### config.mk
export PLATFORM = sky130hd
export DESIGN_NAME = serial_adder_ctrl
export DESIGN_NICKNAME = d
export VERILOG_FILES = /design/src/rtl/serial_adder_ctrl_pkg.sv /design/src/rtl/serial_adder_ctrl_fa.sv /design/src/rtl/serial_adder_ctrl.sv
export SDC_FILE = /design/constraint.sdc
export NUM_CORES = 1
export LEC_CHECK = 0
export CELL_PAD_IN_SITES_DETAIL_PLACEMENT = 1
export CELL_PAD_IN_SITES_GLOBAL_PLACEMENT = 1
export CORE_ASPECT_RATIO = 0.8
export CORE_UTILIZATION = 41
export CTS_BUF_LIST = sky130_fd_sc_hd__clkbuf_2
export DETAILED_ROUTE_END_ITERATION = 6
export GPL_TIMING_DRIVEN = 0
export PLACE_DENSITY_LB_ADDON = 0.1
export SLEW_MARGIN = 10
export SYNTH_ARGS = -nofsm -noshare
export SYNTH_HDL_FRONTEND = slang
export SYNTH_HIERARCHICAL = 1
export SYNTH_SLANG_ARGS = --single-unit
### constraint.sdc
create_clock -name clk -period 2.1 [get_ports clk]
set_clock_uncertainty 0.2 [all_clocks]
set_input_delay 0.525 -clock clk [delete_from_list [all_inputs] [get_ports clk]]
set_output_delay 0.525 -clock clk [all_outputs]
set_load 0.02 [all_outputs]
### src/rtl/serial_adder_ctrl_pkg.sv
// Shared types for the bit-serial add/subtract controller.
// State encodings are fixed so that the spare code 2'd3 is recognisable as illegal.
package serial_adder_ctrl_pkg;

    typedef enum logic [1:0] {
        S_IDLE = 2'd0,
        S_RUN  = 2'd1,
        S_DONE = 2'd2
    } state_t;

    // Bit-counter width; never narrower than one bit.
    function automatic int cnt_width(input int width);
        return (width < 2) ? 1 : $clog2(width);
    endfunction

endpackage

### src/rtl/serial_adder_ctrl_fa.sv
// Single full-adder cell shared by every bit position of the serial adder.
module serial_adder_ctrl_fa (
    input  logic a,
    input  logic b,
    input  logic cin,
    output logic s,
    output logic cout
);

    assign s    = a ^ b ^ cin;
    assign cout = (a & b) | (cin & (a ^ b));

endmodule

### src/rtl/serial_adder_ctrl.sv
// Bit-serial add/subtract controller: one full-adder cell is time-shared across
// all WIDTH bit positions, LSB first, with the carry kept in a flop between bits.
module serial_adder_ctrl
    import serial_adder_ctrl_pkg::*;
#(
    parameter int WIDTH = 8
) (
    input  logic             clk,
    input  logic             rst_n,
    input  logic             start,
    input  logic             sub,
    input  logic [WIDTH-1:0] a,
    input  logic [WIDTH-1:0] b,
    input  logic             cin,
    output logic             busy,
    output logic             done,
    output logic [WIDTH-1:0] sum,
    output logic             cout,
    output logic             ovf
);

    localparam int CW = cnt_width(WIDTH);

    state_t           state;
    state_t           state_nxt;

    logic [WIDTH-1:0] op_a;
    logic [WIDTH-1:0] op_b;
    // Holds the WIDTH-1 most recent sum bits; the bit being produced now completes the word.
    logic [WIDTH-1:1] res;
    logic [WIDTH-1:0] res_full;
    logic             carry;
    logic             cmsb;
    logic [CW-1:0]    cnt;

    logic             fa_s;
    logic             fa_cout;
    logic             accept;
    logic             last_bit;
    logic             msb_in;

    serial_adder_ctrl_fa u_fa (
        .a    (op_a[0]),
        .b    (op_b[0]),
        .cin  (carry),
        .s    (fa_s),
        .cout (fa_cout)
    );

    assign accept   = (state == S_IDLE) && start;
    assign last_bit = (cnt == CW'(WIDTH - 1));
    assign msb_in   = (cnt == CW'(WIDTH - 2));
    assign res_full = {fa_s, res};

    always_ff @(posedge clk) begin
        if (!rst_n) begin
            state <= S_IDLE;
        end else begin
            state <= state_nxt;
        end
    end

    always_comb begin
        state_nxt = state;
        case (state)
            S_IDLE:  if (start) state_nxt = S_RUN;
            S_RUN:   if (last_bit) state_nxt = S_DONE;
            S_DONE:  state_nxt = S_IDLE;
            default: state_nxt = S_IDLE;
        endcase
    end

    always_comb begin
        busy = 1'b0;
        done = 1'b0;
        case (state)
            S_RUN:  busy = 1'b1;
            S_DONE: begin
                busy = 1'b1;
                done = 1'b1;
            end
            default: begin
                busy = 1'b0;
                done = 1'b0;
            end
        endcase
    end

    // Subtraction is a + ~b + 1, so b is inverted at capture and the carry seeded with 1.
    always_ff @(posedge clk) begin
        if (!rst_n) begin
            op_a  <= '0;
            op_b  <= '0;
            res   <= '0;
            carry <= 1'b0;
            cmsb  <= 1'b0;
            cnt   <= '0;
        end else if (accept) begin
            op_a  <= a;
            op_b  <= sub ? ~b : b;
            carry <= sub ? 1'b1 : cin;
            cnt   <= '0;
        end else if (state == S_RUN) begin
            op_a  <= {1'b0, op_a[WIDTH-1:1]};
            op_b  <= {1'b0, op_b[WIDTH-1:1]};
            res   <= res_full[WIDTH-1:1];
            carry <= fa_cout;
            if (!last_bit) begin
                cnt <= cnt + CW'(1);
            end
            if (msb_in) begin
                cmsb <= fa_cout;
            end
        end
    end

    // Results are loaded on the final bit so they are already visible during DONE.
    always_ff @(posedge clk) begin
        if (!rst_n) begin
            sum  <= '0;
            cout <= 1'b0;
            ovf  <= 1'b0;
        end else if ((state == S_RUN) && last_bit) begin
            sum  <= res_full;
            cout <= fa_cout;
            ovf  <= cmsb ^ fa_cout;
        end
    end

endmodule

==> out/qor.txt, run 1 <==
R2r worst-path depth: 6
Yosys reg bits: 40
Drt wl/cell: 14.7 um
Period utilization: 96.0%
Slew HR: 64.6%
RSZ-0062 raised after global routing: no
Number of global-route vias before repair: 1451
Clock Sinks: 40
Chip width: 76.0 um
Core Rows: 21
First-pass GRT wire length: 7.06 mm
Placement Setup Slack: -0.0700 ns
CORE AREA: 4200 um2
Warnings from Yosys: 6
Die Ht: 61.2 um
Crit path DAT: 1.29 ns
Mapped Area: 1800 um2
DRC: 0
Finish-stage setup viols: 0
# IOs: 33
Outcome: finished clean
Mean Syn Cell Area: 9.45 um2
Vias: 1431
Vias per inst: 5.00
Endpoints failing hold: 0
Sequential share of the synthesized area: 44.6%
Share of cells above drive strength 1: 10.0%
Diodes inserted: 0
Total negative slack: 0 ns
Power Total: 1.53 mW
Crit path launch: state[0]
Hpwl dp: 3.13 mm
Pwr dens: 691 nW/um2
R2r endpoint: cnt[2]
R2R Setup Slk: 0.29 ns
Setup slack after layout: 0.0835 ns
Tmin final: 2.02 ns
Hold Path Class: flop to flop
Startpoint types: flop
Root buf cell: clkbuf_2
CTS tree: done
IR drop worst, VDD: 329 uV
Clk_lat worst skew: 0.39 ns
Crit path kind: flop to output pin
GRT overflow: 0
Mapped Cells: 190
Nets: 258
Worst-case hold slack: 0.267 ns
Port Buf Inserts: 31
Static Leakage: 0.936 nW
Tot GR Track Use: 20.0%
Netlist cell types: 26
Full die area: 4650 um2
Post-DRT Antenna Nets: 0
CTS max path bufs: 2
Initial Util: 42.7%
Routed WL: 4.19 mm
Worst-margin pin slew: 0.530 ns
Max-cap viol count: 0
# fillers: 513
CTS buffer count: 5
FMAX: 0.496 GHz
CTS H-Tree Depth: 2
Worst-path clk slew: 0.19 ns
DR iter-0 viols: 54
End point of the critical path: busy
Initial DRT Pass Iterations: 4
Largest net degree at the start of global routing: 12
Worst reg2reg startpoint: cnt[0]
Initial antenna violation count: 0
Setup crit end kind: output pin
Post-Syn Nets: 219
Final RePlAce weighted congestion: 0.733
Critical Path RT: 1.37 ns
CP Max Fanout: 3
Synthesis-to-finish area growth: 23.3%
Pins over their slew limit: 0
-- cell families after synthesis --
group                      synth area share, %
and+or+nand+nor                           14.1
DFF                                       44.6
AOI/OAI and AO/OA                         11.6
muxes                                     13.4
buffers and inverters                     5.50
xor gates and xnor gates                  4.88
adders and majority gates                 5.99
-- layout by cell type, fill, tap and decap left out --
cell type and instances:
dfxtp_1 38, nor2_1 26, mux2i_1 24, nand2_1 21, clkdlybuf4s50_1 19, a211oi_1 16
a21oi_1 14, xor2_1 8, ha_1 7, clkbuf_2 7, dlygate4sd2_1 6, buf_2 4
clkbuf_1 4, buf_4 4, dlymetal6s2s_1 4, inv_1 3, nand3b_1 3, nand2_2 2
nor2b_1 2, o21ai_0 2, nand3_1 2, xnor2_1 2, dfxtp_2 2, buf_6 1
buf_12 1, inv_2 1, nand2b_1 1, o31ai_1 1, nand4_1 1, and2_1 1
clkinv_2 1, fa_1 1
-- critical path, cell delays in order, from the launching register on --
cell	delay, ns
dfxtp_2	0.38
inv_1	0.07
ha_1	0.29
buf_2	0.16
-- synth_stat cells --
cell / instances / area (um2)
nand3_1: 2 / 10.0
mux2i_1: 24 / 240
nand3b_1: 3 / 22.5
o31ai_1: 1 / 7.51
buf_2: 3 / 15.0
inv_1: 3 / 11.3
buf_12: 1 / 20.0
clkbuf_1: 4 / 15.0
buf_4: 3 / 22.5
nor2_1: 26 / 97.6
nor2b_1: 2 / 12.5
inv_2: 1 / 3.75
nand4_1: 1 / 6.26
a211oi_1: 16 / 120
xnor2_1: 2 / 17.5
buf_6: 1 / 11.3
nand2_2: 2 / 12.5
xor2_1: 8 / 70.1
a21oi_1: 14 / 70.1
o21ai_0: 2 / 10.0
nand2b_1: 1 / 6.26
nand2_1: 21 / 78.8
and2_1: 1 / 6.26
fa_1: 1 / 20.0
dfxtp_1: 40 / 801
ha_1: 7 / 87.6
-- stage by stage --
stage	cell area [um2]	utilization, %	cells
floorplan	1800	-	190
global placement	2180	51.8	278
detailed placement	2180	51.8	278
CTS	2210	52.6	286
global route	2210	52.7	286
finish	2210	52.7	286
-- metal layers --
layer	wire length, um	up-vias	share of wire, %	GRT usage (%)
met2	1830	24	44	33.4
met4	54	0	1.3	8.24
li1	-	724	-	-
met5	0	-	0	0
met3	136	8	3.2	4.44
met1	2170	675	52	25.9
-- sequential cells by signal (all words and copies together), names as in the netlist --
signal / cells
carry: 1
sum: 8
cnt: 3
res: 7
ovf: 1
cmsb: 1
cout: 1
op_a: 8
state: 2
op_b: 8
-- power breakdown --
part	total (mW)	switching, mW	internal, mW
Sequential	0.845	0.0331	0.812
Clock	0.327	0.247	0.0795
Combinational	0.358	0.184	0.174
-- what timing repair did --
| item | 4_1_cts | 5_1_grt |
|---|---|---|
| resized for setup | 14 | 5 |
| buffers inserted | 1 | 0 |
| setup endpoints to repair | 8 | 5 |
| hold buffers | 0 | 0 |
| gates cloned | 0 | 0 |
-- worst min-delay path by stage --
stage	slack [ns]	start	to	cells past startpoint
after CTS	0.27	res[1]	sum[0]	2
after floorplan	0.23	res[1]	sum[0]	2
after global placement	0.24	sum[3]	sum[3]	2
after global routing	0.29	sum[4]	sum[4]	2
after detailed placement	0.25	res[1]	sum[0]	2
final	0.27	res[1]	sum[0]	2
-- area by class of cell --
cell class | instances | area (um2) | area share, %
multi-input cells | 134 | 896 | 40.5
plain buffers | 12 | 83.8 | 3.79
clock inverters | 1 | 5.00 | 0.226
flip-flops and latches | 40 | 803 | 36.3
well taps | 57 | 71.3 | 3.22
clock buffers | 6 | 30.0 | 1.36
repair buffers | 32 | 310 | 14.0
inverters | 4 | 15.0 | 0.678
(Power assumes the default switching activity.)
==> inputs of run 2 (changes only) <==
- CELL_PAD_IN_SITES_DETAIL_PLACEMENT: 1 -> default
- CELL_PAD_IN_SITES_GLOBAL_PLACEMENT: 1 -> default
- CORE_UTILIZATION: 41 -> 45
- PLACE_DENSITY: default -> 0.7
- PLACE_DENSITY_LB_ADDON: 0.1 -> default
- SETUP_SLACK_MARGIN: default -> 0.3
==> run 2 against run 1 <==
  * Utilization grew 8.4 points
  * Count of clock-buffer cells in the layout is the same
  * Global-route usage shrank 1.2 points
  * First-iteration DRC count grew 11%
  * Register-to-register slack gained 0.11 ns
  * Critical path type unchanged
  * Highest routed layer unchanged
==> out/qor.txt, run 2 (synthesis gave the netlist of run 1 again) <==
Finish-stage setup viols: 0 (unchanged)
Largest regs: op_a x8, op_b x8, sum x8
Worst-margin pin slew: 0.511 ns (-0.0196 ns)
Drt wl/cell: 12.6 um (-14%)
Hold Path Class: flop to flop
Synthesis-to-finish area growth: 29.3%
Final RePlAce weighted congestion: 0.750 (+2.4%)
Setup slack after layout: 0.164 ns (+0.0808 ns)
Post-placement cell area: 2170 um2 (-0.11%)
Worst-path clk slew: 0.20 ns (about the same)
Commonest non-fill, non-tap cell in the layout: dfxtp_1
Clk pwr share: 27.3% (+5.9 points)
Full die area: 4250 um2 (-8.6%)
DR iter-0 viols: 60 (+11%)
Vias: 1391 (-2.8%)
Most frequent cells in the layout: 28 x dfxtp_1, 26 x nor2_1, 24 x mux2i_1
Port Buf Inserts: 31 (unchanged)
Chip width: 72.6 um (-4.4%)
Outcome: finished clean
Tot GR Track Use: 18.8% (-1.2 points)
Post-layout util: 61.1% (+8.4 points)
Placement Setup Slack: -0.0417 ns (+0.0284 ns)
# IOs: 33 (unchanged)
GRT overflow: 0 (unchanged)
Power Total: 1.70 mW (+11%)
Nets: 264 (+2.3%)
CORE AREA: 3800 um2 (-9.5%)
FMAX: 0.517 GHz (+4.2%)
Tmin final: 1.94 ns (-0.0808 ns)
CTS H-Tree Depth: 2 (unchanged)
Initial Util: 47.2% (+4.5 points)
Clk_lat worst skew: 0.41 ns (+0.02 ns)
Psw: 472 uW (+1.7%)
Share of cells above drive strength 1: 22.9% (+13 points)
Largest net degree at the start of global routing: 13 (+1)
Endpoints failing hold: 0 (unchanged)
Pins over their slew limit: 0 (unchanged)
Vias per inst: 4.78 (-4.5%)
Slew HR: 66.0% (+1.3 points)
Combinational Power Share: 23.1% (-0.3 points)
Post-layout instance area: 2320 um2 (+4.9%)
Core Rows: 20 (-4.8%)
Total negative slack: 0 ns (unchanged)
Number of global-route vias before repair: 1226 (-16%)
Initial antenna violation count: 0 (unchanged)
Root buf cell: clkbuf_2
CTS buffer count: 5 (unchanged)
First-pass GRT wire length: 5.87 mm (-17%)
DRC: 0 (unchanged)
Post-Layout Cell Count: 291 (+1.7%)
Switching Fraction: 27.8% (-2.5 points)
Pint: 1.23 mW (+15%)
Static Leakage: 0.925 nW (-1.2%)
Post-DRT Antenna Nets: 0 (unchanged)
Pwr dens: 731 nW/um2 (+5.8%)
Crit path kind: flop to output pin
Clock Sinks: 40 (unchanged)
Setup crit end kind: output pin
Diodes inserted: 0 (unchanged)
Max-cap viol count: 0 (unchanged)
Critical Path RT: 1.37 ns (about the same)
Die Ht: 58.5 um (-4.4%)
Crit path DAT: 1.21 ns (-0.08 ns)
Period utilization: 92.2% (-3.8 points)
Inst Count DP: 276 (-0.72%)
CTS max path bufs: 2 (unchanged)
Startpoint types: flop
CP Max Fanout: 3 (unchanged)
IR drop worst, VDD: 420 uV (+28%)
RSZ-0062 raised after global routing: yes
Initial DRT Pass Iterations: 4 (unchanged)
Routed WL: 3.66 mm (-13%)
Worst-case hold slack: 0.264 ns (-0.00292 ns)
Sequential power share: 49.6% (-5.7 points)
CTS tree: done
Hpwl dp: 2.49 mm (-20%)
[run 2: cell types whose count changed in the layout (fill, tap and decap cells not counted), sizes merged]
cell	delta
dlygate4sd2	-6
clkbuf	-1
bufinv	+1
dlymetal6s2s	-4
clkdlybuf4s15	+3
buf	+14
[run 2: power by group through the flow]
stage | clock, mW | sequential [mW] | combinational [mW]
floorplan | 0 | 0.850 | 0.251
global placement | 0 | 0.857 | 0.341
detailed placement | 0 | 0.858 | 0.342
CTS | 0.467 | 0.842 | 0.359
global route | 0.505 | 0.848 | 0.428
finish | 0.464 | 0.842 | 0.391
[run 2: area by class of cell]
class | count | area (um2)
Buffer | 12 | 85.1
Clock buffer | 6 | 30.0
Clock inverter | 2 | 35.0
Fill cell | 360 | 1480
Inverter | 4 | 15.0
Multi-Input combinational cell | 134 | 913
Sequential cell | 40 | 816
Tap cell | 55 | 68.8
Timing Repair Buffer | 38 | 359
[run 2: metal layers]
layer / up-vias / global-route usage [%] / part of all wire [%]
met1: 621 / 25.9 / 51
met4: 0 / 7.00 / 1.4
met5: - / 0 / 0
met3: 5 / 7.19 / 4.8
li1: 732 / - / -
met2: 33 / 26.6 / 42
[run 2: what timing repair did]
item	in CTS	in global routing
hold buffers	0	0
setup endpoints to repair	12	23
pin swaps	1	0
resized for setup	47	19
setup buffers	2	5
[run 2: path summary, 6_finish.rpt]
path,from,slack (ns),to,cells after the start
setup / recovery,state[1],0.16,busy,3
hold / removal,sum[0],0.26,sum[0],2
setup reg to reg,state[1],0.40,ovf,7
hold reg to reg,sum[0],0.26,sum[0],2
[run 2: worst max-delay path, cell delays in order, from the launching register on]
cell and delay [ns]:
dfxtp_2 0.39, inv_2 0.05, ha_4 0.25, buf_6 0.10
